File: config.mk
export PLATFORM = sky130hd
export DESIGN_NAME = dpsk_tx_scheduler_flat
export DESIGN_NICKNAME = d
export VERILOG_FILES = /design/src/rtl/dpsk_tx_scheduler_if.sv /design/src/rtl/dpsk_tx_scheduler.sv /design/src/flat_wrapper.sv
export SDC_FILE = /design/constraint.sdc
export NUM_CORES = 1
export LEC_CHECK = 0
export ABC_AREA = 1
export CAP_MARGIN = 25
export CORE_ASPECT_RATIO = 0.9
export CORE_MARGIN = 10
export CORE_UTILIZATION = 47
export DETAILED_ROUTE_END_ITERATION = 16
export HOLD_SLACK_MARGIN = 0.05
export PLACE_DENSITY_LB_ADDON = 0.2
export SYNTH_ARGS = -nofsm -noshare
export SYNTH_HDL_FRONTEND = slang
export SYNTH_SLANG_ARGS = --single-unit
File: constraint.sdc
create_clock -name clk -period 5.36 [get_ports clk]
set_input_delay 1.072 -clock clk [delete_from_list [all_inputs] [get_ports clk]]
set_output_delay 1.072 -clock clk [all_outputs]
set_load 0.1 [all_outputs]
File: src/rtl/dpsk_tx_scheduler_if.sv
// Requester and modulator-facing signals of the DPSK transmit scheduler.
// Latency: n/a (wiring only).
// Backpressure: requesters hold req/data until gnt; the modulator side has none.
interface dpsk_tx_scheduler_if;
    logic       req0;
    logic [7:0] data0;
    logic       gnt0;
    logic       req1;
    logic [7:0] data1;
    logic       gnt1;
    logic       busy;
    logic       src_id;
    logic       tx_en;
    logic       bit_strobe;
    logic       data_bit;
    logic       encoded_bit;

    modport master (
        output req0, data0, req1, data1,
        input  gnt0, gnt1, busy, src_id, tx_en, bit_strobe, data_bit, encoded_bit
    );

    modport slave (
        input  req0, data0, req1, data1,
        output gnt0, gnt1, busy, src_id, tx_en, bit_strobe, data_bit, encoded_bit
    );
endinterface

File: src/rtl/dpsk_tx_scheduler.sv
// Round-robin byte scheduler framing preamble+payload+gap with XOR differential encoding.
// Latency: gnt in the IDLE cycle, first bit_strobe the cycle after, one bit per BIT_DIV cycles.
// Backpressure: requests wait while busy and are granted in the first IDLE cycle.
module dpsk_tx_scheduler #(
    parameter int         BIT_DIV  = 150000,
    parameter logic [7:0] PREAMBLE = 8'b10101010,
    parameter int         PRE_LEN  = 8,
    parameter int         GAP_BITS = 2
) (
    input  logic               clk,
    input  logic               rst,
    dpsk_tx_scheduler_if.slave bus
);
    localparam int TMR_W   = $clog2(BIT_DIV);
    localparam int CNT_MAX = (GAP_BITS > 8) ? GAP_BITS : 8;
    localparam int CNT_W   = $clog2(CNT_MAX);
    localparam logic [TMR_W-1:0] TMR_LAST = TMR_W'(BIT_DIV - 1);
    localparam logic [CNT_W-1:0] PRE_LAST = CNT_W'(PRE_LEN - 1);
    localparam logic [CNT_W-1:0] PAY_LAST = CNT_W'(7);
    localparam logic [CNT_W-1:0] GAP_LAST = CNT_W'(GAP_BITS - 1);

    typedef enum logic [1:0] {IDLE, PRE, PAY, GAP} state_t;

    state_t           state, state_nxt;
    logic [TMR_W-1:0] timer, timer_nxt;
    logic [CNT_W-1:0] bit_cnt, bit_cnt_nxt;
    logic [7:0]       shreg, shreg_nxt;
    logic [7:0]       byte_q, byte_nxt;
    logic             ref_q, ref_nxt;
    logic             last_q, last_nxt;
    logic             busy_q, busy_nxt;
    logic             src_q, src_nxt;
    logic             tx_en_q, tx_en_nxt;
    logic             strobe_q, strobe_nxt;
    logic             data_bit_q, data_bit_nxt;
    logic             enc_q, enc_nxt;

    logic grant, win, period_end, send_vld, send_bit, ref_base, enc_val;

    // Grant decodes the registered IDLE state so the byte is captured in the gnt cycle itself.
    assign win        = (bus.req0 && bus.req1) ? ~last_q : bus.req1;
    assign grant      = (state == IDLE) && (bus.req0 || bus.req1) && !rst;
    assign period_end = (timer == TMR_LAST);
    assign ref_base   = (state == IDLE) ? 1'b0 : ref_q;
    assign enc_val    = ref_base ^ send_bit;

    always_comb begin
        state_nxt    = state;
        timer_nxt    = timer;
        bit_cnt_nxt  = bit_cnt;
        shreg_nxt    = shreg;
        byte_nxt     = byte_q;
        ref_nxt      = ref_q;
        last_nxt     = last_q;
        busy_nxt     = busy_q;
        src_nxt      = src_q;
        tx_en_nxt    = tx_en_q;
        strobe_nxt   = 1'b0;
        data_bit_nxt = data_bit_q;
        enc_nxt      = enc_q;
        send_vld     = 1'b0;
        send_bit     = 1'b0;

        if (state != IDLE) begin
            timer_nxt = period_end ? '0 : timer + TMR_W'(1);
        end

        case (state)
            IDLE: begin
                timer_nxt = '0;
                if (grant) begin
                    state_nxt   = PRE;
                    byte_nxt    = win ? bus.data1 : bus.data0;
                    src_nxt     = win;
                    last_nxt    = win;
                    busy_nxt    = 1'b1;
                    tx_en_nxt   = 1'b1;
                    bit_cnt_nxt = '0;
                    shreg_nxt   = {PREAMBLE[6:0], 1'b0};
                    send_vld    = 1'b1;
                    send_bit    = PREAMBLE[7];
                end
            end
            PRE: begin
                if (period_end) begin
                    send_vld = 1'b1;
                    if (bit_cnt == PRE_LAST) begin
                        state_nxt   = PAY;
                        bit_cnt_nxt = '0;
                        send_bit    = byte_q[7];
                        shreg_nxt   = {byte_q[6:0], 1'b0};
                    end else begin
                        bit_cnt_nxt = bit_cnt + CNT_W'(1);
                        send_bit    = shreg[7];
                        shreg_nxt   = {shreg[6:0], 1'b0};
                    end
                end
            end
            PAY: begin
                if (period_end) begin
                    if (bit_cnt == PAY_LAST) begin
                        state_nxt    = GAP;
                        bit_cnt_nxt  = '0;
                        tx_en_nxt    = 1'b0;
                        data_bit_nxt = 1'b0;
                        enc_nxt      = 1'b0;
                    end else begin
                        bit_cnt_nxt = bit_cnt + CNT_W'(1);
                        send_vld    = 1'b1;
                        send_bit    = shreg[7];
                        shreg_nxt   = {shreg[6:0], 1'b0};
                    end
                end
            end
            GAP: begin
                if (period_end) begin
                    if (bit_cnt == GAP_LAST) begin
                        state_nxt   = IDLE;
                        bit_cnt_nxt = '0;
                        busy_nxt    = 1'b0;
                    end else begin
                        bit_cnt_nxt = bit_cnt + CNT_W'(1);
                    end
                end
            end
            default: state_nxt = IDLE;
        endcase

        // The reference follows the encoder output so the chain runs unbroken into the payload.
        if (send_vld) begin
            strobe_nxt   = 1'b1;
            data_bit_nxt = send_bit;
            enc_nxt      = enc_val;
            ref_nxt      = enc_val;
        end
    end

    always_ff @(posedge clk) begin
        if (rst) begin
            state      <= IDLE;
            timer      <= '0;
            bit_cnt    <= '0;
            shreg      <= '0;
            byte_q     <= '0;
            ref_q      <= 1'b0;
            last_q     <= 1'b1;
            busy_q     <= 1'b0;
            src_q      <= 1'b0;
            tx_en_q    <= 1'b0;
            strobe_q   <= 1'b0;
            data_bit_q <= 1'b0;
            enc_q      <= 1'b0;
        end else begin
            state      <= state_nxt;
            timer      <= timer_nxt;
            bit_cnt    <= bit_cnt_nxt;
            shreg      <= shreg_nxt;
            byte_q     <= byte_nxt;
            ref_q      <= ref_nxt;
            last_q     <= last_nxt;
            busy_q     <= busy_nxt;
            src_q      <= src_nxt;
            tx_en_q    <= tx_en_nxt;
            strobe_q   <= strobe_nxt;
            data_bit_q <= data_bit_nxt;
            enc_q      <= enc_nxt;
        end
    end

    assign bus.gnt0        = grant && !win;
    assign bus.gnt1        = grant && win;
    assign bus.busy        = busy_q;
    assign bus.src_id      = src_q;
    assign bus.tx_en       = tx_en_q;
    assign bus.bit_strobe  = strobe_q;
    assign bus.data_bit    = data_bit_q;
    assign bus.encoded_bit = enc_q;
endmodule

File: src/flat_wrapper.sv
// flat-port wrapper written by rule: the top's interface ports become plain ports
module dpsk_tx_scheduler_flat 
#(
    parameter int         BIT_DIV  = 150000,
    parameter logic [7:0] PREAMBLE = 8'b10101010,
    parameter int         PRE_LEN  = 8,
    parameter int         GAP_BITS = 2
)
  (clk, rst, bus_req0, bus_data0, bus_req1, bus_data1, bus_gnt0, bus_gnt1, bus_busy, bus_src_id, bus_tx_en, bus_bit_strobe, bus_data_bit, bus_encoded_bit);
  dpsk_tx_scheduler_if bus_i ();
  input  logic clk;
  input  logic rst;
  input wire logic [$bits(bus_i.req0)-1:0] bus_req0;
  input wire logic [$bits(bus_i.data0)-1:0] bus_data0;
  input wire logic [$bits(bus_i.req1)-1:0] bus_req1;
  input wire logic [$bits(bus_i.data1)-1:0] bus_data1;
  output wire logic [$bits(bus_i.gnt0)-1:0] bus_gnt0;
  output wire logic [$bits(bus_i.gnt1)-1:0] bus_gnt1;
  output wire logic [$bits(bus_i.busy)-1:0] bus_busy;
  output wire logic [$bits(bus_i.src_id)-1:0] bus_src_id;
  output wire logic [$bits(bus_i.tx_en)-1:0] bus_tx_en;
  output wire logic [$bits(bus_i.bit_strobe)-1:0] bus_bit_strobe;
  output wire logic [$bits(bus_i.data_bit)-1:0] bus_data_bit;
  output wire logic [$bits(bus_i.encoded_bit)-1:0] bus_encoded_bit;
  assign bus_i.req0 = bus_req0;
  assign bus_i.data0 = bus_data0;
  assign bus_i.req1 = bus_req1;
  assign bus_i.data1 = bus_data1;
  assign bus_gnt0 = bus_i.gnt0;
  assign bus_gnt1 = bus_i.gnt1;
  assign bus_busy = bus_i.busy;
  assign bus_src_id = bus_i.src_id;
  assign bus_tx_en = bus_i.tx_en;
  assign bus_bit_strobe = bus_i.bit_strobe;
  assign bus_data_bit = bus_i.data_bit;
  assign bus_encoded_bit = bus_i.encoded_bit;
  dpsk_tx_scheduler #(.BIT_DIV(BIT_DIV), .PREAMBLE(PREAMBLE), .PRE_LEN(PRE_LEN), .GAP_BITS(GAP_BITS)) u_core (.clk(clk), .rst(rst), .bus(bus_i));
endmodule
After elaboration in Yosys (flattened, before gate mapping)

Cells that the tools add are included.

Reduce and logical (&&, ||, !) cells: 25
Muxes and demuxes: 45
$add $sub $neg: 2
Bitwise logic cells: 2
Equal/unequal tests: 15

Operator list:

| kind                                                   | count |
|---|---|
| two-way mux 8 bit                                      | 6 |
| case mux 8 bit (3 select lines)                        | 1 |
| two-way mux 1 bit                                      | 19 |
| adder 18 x 1 -> 18 bit (second input constant)         | 1 |
| == test 18 bit (second input constant)                 | 1 |
| two-way mux 18 bit                                     | 1 |
| inequality test 2 x 1 -> 1 bit (second input constant) | 8 |
| two-way mux 3 bit                                      | 5 |
| two-way mux 2 bit                                      | 7 |
| nonzero test 2 bit                                     | 6 |
| case mux 3 bit (3 select lines)                        | 1 |
| case mux 2 bit (4 select lines)                        | 1 |
| AND reduction 4 bit                                    | 2 |
| AND reduction 7 bit                                    | 1 |
| case mux 1 bit (3 select lines)                        | 2 |
| AND reduction 3 bit                                    | 2 |
| logical AND 1 bit                                      | 5 |
| AND reduction 5 bit                                    | 1 |
| == test 2 bit (second input constant)                  | 2 |
| case mux 1 bit (2 select lines)                        | 2 |
| OR reduction 2 bit                                     | 2 |
| adder 3 x 1 -> 3 bit (second input constant)           | 1 |
| == test 3 x 1 -> 1 bit (second input constant)         | 1 |
| == test 3 bit (second input constant)                  | 1 |
| 9 further kinds                                        | 10 |

Flip-flop bits (word level): 47
Bits of input ports: 20
Word-level logic and storage cells: 102
Output and inout bits: 8

Depth between registers and ports, before layout

Gate-level depths: netlist of run 1.

Depth after elaboration: 7
Mapped depth: 13
Depth with buffers taken out: 13

Worst setup path before layout of run 1

OpenSTA, ideal clock, no wires.

Path kind: input to output
Start: in rst
End: out bus_gnt1
Path buffers: 1
Required time: 4.288 ns
Data arrival time: 2.120 ns
Setup slack: 2.168 ns
Cell stages on the path: 4
Cells stage by stage: buf_2 > nor2_2 > nand3_1 > clkinv_1

Word-level cells in the longest chain between the ends: 3

RTL lines:

| what               | line                     | text |
|---|---|---|
| start: declaration | flat_wrapper.sv:12       | `input logic rst;` |
| logical NOT 1 bit  | dpsk_tx_scheduler.sv:42  | `assign grant = (state == IDLE) && (bus.req0 \|\| bus.req1) && !rst;` |
| logical AND 1 bit  | dpsk_tx_scheduler.sv:42  |  |
| logical AND 1 bit  | dpsk_tx_scheduler.sv:171 | `assign bus.gnt1 = grant && win;` |
| end: declaration   | flat_wrapper.sv:18       | `output wire logic [$bits(bus_i.gnt1)-1:0] bus_gnt1;` |

No other way between the ends.

Worst setup path after layout of run 1

Same ends and word-level chain as after synthesis.

==> impl_metrics.py, run 1 <==
metrics = {
    "setup_path": {
        "startpoint_type": "input port",
        "worstPathMaxFanout": 18,
        "cp.arrival_ps": 2860,
        "end_kind": "output port",
        "critPathKind": "input port to output port",
        "crit_required_ps": 4290,
    },
    "clock_network": {
        "cts_resized": 0,
        "clk_pin_slew_ps": 80,
        "clock_sinks": 46,
        "cts_setup_buffers": 0,
        "insertion_delay_ps": 300,
        "numCtsBuffers": 5,
        "cts_max_level": 2,
        "clockBufferDepth": 2,
        "cts_tree": "built",
        "postCtsHoldBufs": 0,
        "cts_root_buffer": "clkbuf_8",
    },
    "die": {
        "die_w_um": 95.87,
        "die_y_um": 88.28,
        "die_area_um2": 8463,
        "io_pins": 28,
        "fp-row-count": 24,
        "core-area_um2": 4925,
        "start_util_pct": 49.44,
    },
    "route": {
        "totalWireLength_um": 5448,
        "drt_pass1_iterations": 5,
        "dr_total_vias": 2271,
        "drcViolationCount": 0,
        "viasPerCell": 5.035,
        "drtAntennaViolNets": 0,
        "drtIter0Drc": 170,
        "wl_per_cell_um": 12.08,
    },
    "logic_synthesis": {
        "ys_seq_area_share_pct": 37.82,
        "synthesis.area_um2": 2435,
        "yosys_warnings": 0,
        "synthCells": 358,
        "synth_nets": 388,
        "async_flop_share_pct": 0,
        "avgSynthCellArea_um2": 6.801,
        "yosysUniqueCellTypes": 34,
        "synth-edff-count": 0,
        "yosysTopAreaCell": "dfxtp_1",
        "ys_ff_latch": 46,
        "synth_top_area_share_pct": 37.82,
        "ys.flop_type": "dfxtp_1",
        "synthTopCellsByArea": "dfxtp_1 38%, nand2_1 14%, nor2_1 6.9%",
    },
    "sta": {
        "setup_viol": 0,
        "finalCritPeriodShare_pct": 73.33,
        "skew_ps": 14.98,
        "max_freq_ghz": 0.2544,
        "fin_hold_ws_ps": 458.0,
        "hold_viol_final": 0,
        "period_minus_slack_ps": 3931,
        "worstMarginPinSlew_ps": 979.0,
        "max_slew_margin_pct": 34.53,
        "maxSlewViolCount": 0,
        "rsz0062_at_grt": "no",
        "fin_setup_tns_ps": 0,
    },
    "place": {
        "dp_hpwl_um": 4163,
        "placed_area_um2": 2750,
        "portBuffers": 27,
        "gp_congestion": 0.8400,
        "dp.cells": 443,
    },
    "power_and_ir_drop": {
        "leakagePower_uw": 0.001115,
        "pwr-share-seq_pct": 33.3,
        "power.switching_uw": 582.2,
        "p_total_uw": 1302,
        "internal_power_uw": 719.4,
        "swShare_pct": 44.73,
        "p_clk_share_pct": 20.0,
        "p_per_area_nw_per_um2": 454.7,
        "ir_worst_vdd_v": 0.0004086,
        "combPwrFrac_pct": 46.6,
    },
    "hold_path": {
        "hp-class": "flop to flop",
    },
    "global_routing": {
        "grt_pass1_wl_um": 9549,
        "antenna_found_initial": 0,
        "grt.total_usage_pct": 13.88,
        "overflow": 0,
        "grt_max_degree": 19,
        "grt_pass1_vias": 2062,
    },
    "final_layout": {
        "n_antenna_cell": 0,
        "final_common_cell": "nand2_1",
        "stdcell_count": 451,
        "synthToLayoutAreaGrowth_pct": 17.57,
        "design_area_um2": 2863,
        "final_cell_mix": "90 x nand2_1, 46 x dfxtp_1, 45 x nor2_1",
        "drive_gt1_share_pct": 8.290,
        "final_nets": 415,
    },
    "job": {
        "maxCapViolCount": 0,
    },
    "outcome": {
        "run_status": "finished, final reports clean",
    },
}
-- power groups by stage --
stage	Clock (uW)	Combinational, uW	Sequential (uW)
after floorplan	0	408	498
after global placement	0	598	440
after detailed placement	0	606	441
after CTS	265	611	434
after global routing	283	691	440
final	261	607	434
-- worst max-delay path, stage by stage --
cell,delay [ps]
clkdlybuf4s50_1,740
nor2_2,370
nand3_1,150
clkinv_1,190
buf_4,330
-- Yosys cell counts, types with 5 or more instances --
master   instances
a31oi_1          9
nand2_1         90
inv_1           36
a21oi_1         17
nor2_2           6
dfxtp_1         46
nand3_1         33
nor2_1          45
o21ai_0         17
ha_1            10
nor3_1           5
-- routing by layer --
metal | wire, um | part of all wire (%) | global-route usage (%) | vias to the layer above
met3 | 250 | 4.6 | 5.165 | 2
met5 | 0 | 0 | 0 | -
met1 | 2893 | 53 | 20.16 | 1014
met2 | 2278 | 42 | 18.82 | 45
li1 | - | - | - | 1210
met4 | 25 | 0.46 | 2.945 | 0
-- area by class of cell --
class,instances,area (um^2)
clock inverter,3,43.79
clock buffer,5,68.82
timing repair buffer,27,265.3
sequential,46,920.9
inverter,44,166.4
tap,65,81.33
multi-input combinational,261,1316
fill,479,2062
-- cell families (layout without fill, tap and decap cells) --
family,count (synthesis),in the layout,share of synthesized area (%)
AND/OR/NAND/NOR,193,193,34.74
AO/OA/AOI/OAI,56,56,13.46
buffers and inverters,51,79,8.119
flip-flops,46,46,37.82
adder cells (fa/ha/maj),10,10,5.139
XOR/XNOR,2,2,0.7196
-- worst paths after layout --
path	to	slack, ps	start	depth (start not counted)
max	bus_gnt1	1430	rst	5
min	u_core.shreg[3]	460	u_core.shreg[3]	2
max reg2reg	u_core.timer[14]	3230	u_core.state[0]	12
min reg2reg	u_core.shreg[3]	460	u_core.shreg[3]	2
-- registers in the layout, summed over array words and instances, names as in the netlist --
signal / count
u_core.bus.bit_strobe: 1
u_core.byte_q: 8
u_core.last_q: 1
u_core.bus.src_id: 1
u_core.bus.busy: 1
u_core.bit_cnt: 3
u_core.timer: 18
u_core.state: 2
u_core.ref_q: 1
u_core.shreg: 7
u_core.bus.encoded_bit: 1
u_core.bus.data_bit: 1
u_core.bus.tx_en: 1
-- metrics by stage --
stage	util, %	setup slack (ps)
after floorplan	-	2168
after global placement	55.84	1491
after detailed placement	55.84	1448
after CTS	58.13	1449
after global routing	58.13	1238
final	58.13	1429
Power figures use the tool's default switching activity.
==> run 2: changes to the inputs <==
Clock period 5.36 ns to 3.8 ns, I/O delays scaled along.
==> run 2 against run 1 <==
Combinational power up 43%. Count of clock-buffer cells in the layout is 1 higher. Core utilization grew 0.13 points. Via count about the same. Hold slack gained 1.3 ps. Clock skew is 9.0 ps lower. Sequential cell count unchanged. Critical path type unchanged. Largest cell class unchanged. Highest routed layer unchanged.
==> impl_metrics.py, run 2 (synthesized netlist as in run 1, its figures left out) <==
metrics = {
    "global_routing": {
        "grt_pass1_vias": 2054,
        "antenna_found_initial": 0,
        "grt_max_degree": 18,
        "overflow": 0,
        "grt_pass1_wl_um": 9522,
        "grt.total_usage_pct": 13.79,
    },
    "clock_network": {
        "numCtsBuffers": 5,
        "cts_root_buffer": "clkbuf_8",
        "cts_setup_buffers": 0,
        "clockBufferDepth": 2,
        "cts_max_level": 2,
        "cts_tree": "built",
        "postCtsHoldBufs": 0,
        "insertion_delay_ps": 300,
        "clock_sinks": 46,
        "clk_pin_slew_ps": 90,
        "cts_resized": 0,
    },
    "sta": {
        "fin_hold_ws_ps": 459.3,
        "rsz0062_at_grt": "no",
        "hold_viol_final": 0,
        "setup_viol": 0,
        "finalCritPeriodShare_pct": 77.79,
        "max_freq_ghz": 0.3383,
        "period_minus_slack_ps": 2956,
        "fin_setup_tns_ps": 0,
        "maxSlewViolCount": 0,
        "max_slew_margin_pct": 34.14,
        "worstMarginPinSlew_ps": 984.7,
        "skew_ps": 5.992,
    },
    "route": {
        "drtAntennaViolNets": 0,
        "wl_per_cell_um": 12.27,
        "drt_pass1_iterations": 6,
        "dr_total_vias": 2270,
        "totalWireLength_um": 5547,
        "viasPerCell": 5.022,
        "drtIter0Drc": 176,
        "drcViolationCount": 0,
    },
    "die": {
        "io_pins": 28,
        "die_y_um": 88.28,
        "die_area_um2": 8463,
        "core-area_um2": 4925,
        "fp-row-count": 24,
        "die_w_um": 95.87,
        "start_util_pct": 49.44,
    },
    "job": {
        "maxCapViolCount": 0,
    },
    "final_layout": {
        "multiInputGateArea_um2": 1316,
        "nFillCells": 490,
        "drive_gt1_share_pct": 8.269,
        "regArea_um2": 920.9,
        "largestRegisters": "u_core.timer x18, u_core.byte_q x8, u_core.shreg x7",
        "final_cell_mix": "90 x nand2_1, 46 x dfxtp_1, 45 x nor2_1",
        "synthToLayoutAreaGrowth_pct": 17.83,
        "largest_reg_flops": 18,
        "final_nets": 416,
        "n_antenna_cell": 0,
        "final_common_cell": "nand2_1",
        "regMostFlops": "u_core.timer",
    },
    "power_and_ir_drop": {
        "leakagePower_uw": 0.001113,
        "ir_worst_vdd_v": 0.0005107,
        "p_per_area_nw_per_um2": 619.6,
    },
    "setup_path": {
        "critPathKind": "input port to output port",
        "worstPathMaxFanout": 10,
        "reg2reg_depth": 12,
        "cp.arrival_ps": 2200,
        "crit_required_ps": 3040,
        "end_kind": "output port",
        "startpoint_type": "input port",
    },
    "hold_path": {
        "hp-class": "flop to flop",
        "whs_path_depth": 2,
    },
    "place": {
        "portBuffers": 27,
        "gp_congestion": 0.8195,
        "dp_hpwl_um": 4264,
    },
    "outcome": {
        "run_status": "finished, final reports clean",
    },
}
[run 2: layout make-up]
type	count	area share [%]
multi-input cells	261	45.88
flip-flops and latches	46	32.10
repair buffers	28	10.38
inverters	44	5.800
well taps	65	2.835
clock buffers	6	2.529
clock inverters	2	0.4797
[run 2: worst max-delay path, stage by stage]
cell	delay, ps
clkdlybuf4s50_1	520
o21ai_2	90
nor2_2	230
nand3_1	150
clkinv_1	220
buf_12	210
[run 2: path summary, 6_finish.rpt]
kind                    from          endpoint  slack [ps]
max                 bus_req1          bus_gnt1         840
min          u_core.shreg[3]   u_core.shreg[3]         460
max reg2reg  u_core.state[0]  u_core.timer[14]        1680
min reg2reg  u_core.shreg[3]   u_core.shreg[3]         460
[run 2: through the flow]
step / instance area, um^2 / instances / power [uW] / utilization [%] / setup WS, ps
2_1_floorplan: 2435 / 358 / 1278 / - / 1232
3_3_place_gp: 2783 / 444 / 1471 / 56.50 / 924.8
3_5_place_dp: 2783 / 444 / 1486 / 56.50 / 849.2
4_1_cts: 2869 / 452 / 1789 / 58.26 / 848.3
5_1_grt: 2869 / 452 / 1921 / 58.26 / 759.2
6_report: 2869 / 452 / 1778 / 58.26 / 844.0
[run 2: per-layer routing]
metal | GRT usage [%] | wire [um] | vias up
li1 | - | - | 1211
met1 | 20.12 | 2880 | 1004
met2 | 19.86 | 2366 | 48
met3 | 3.218 | 250 | 7
met4 | 3.213 | 49 | 0
met5 | 0 | 0 | -
[run 2: where the power goes]
part	switching, uW	internal, uW
sequential	49.4	563
clock	169	130
combinational	602	264
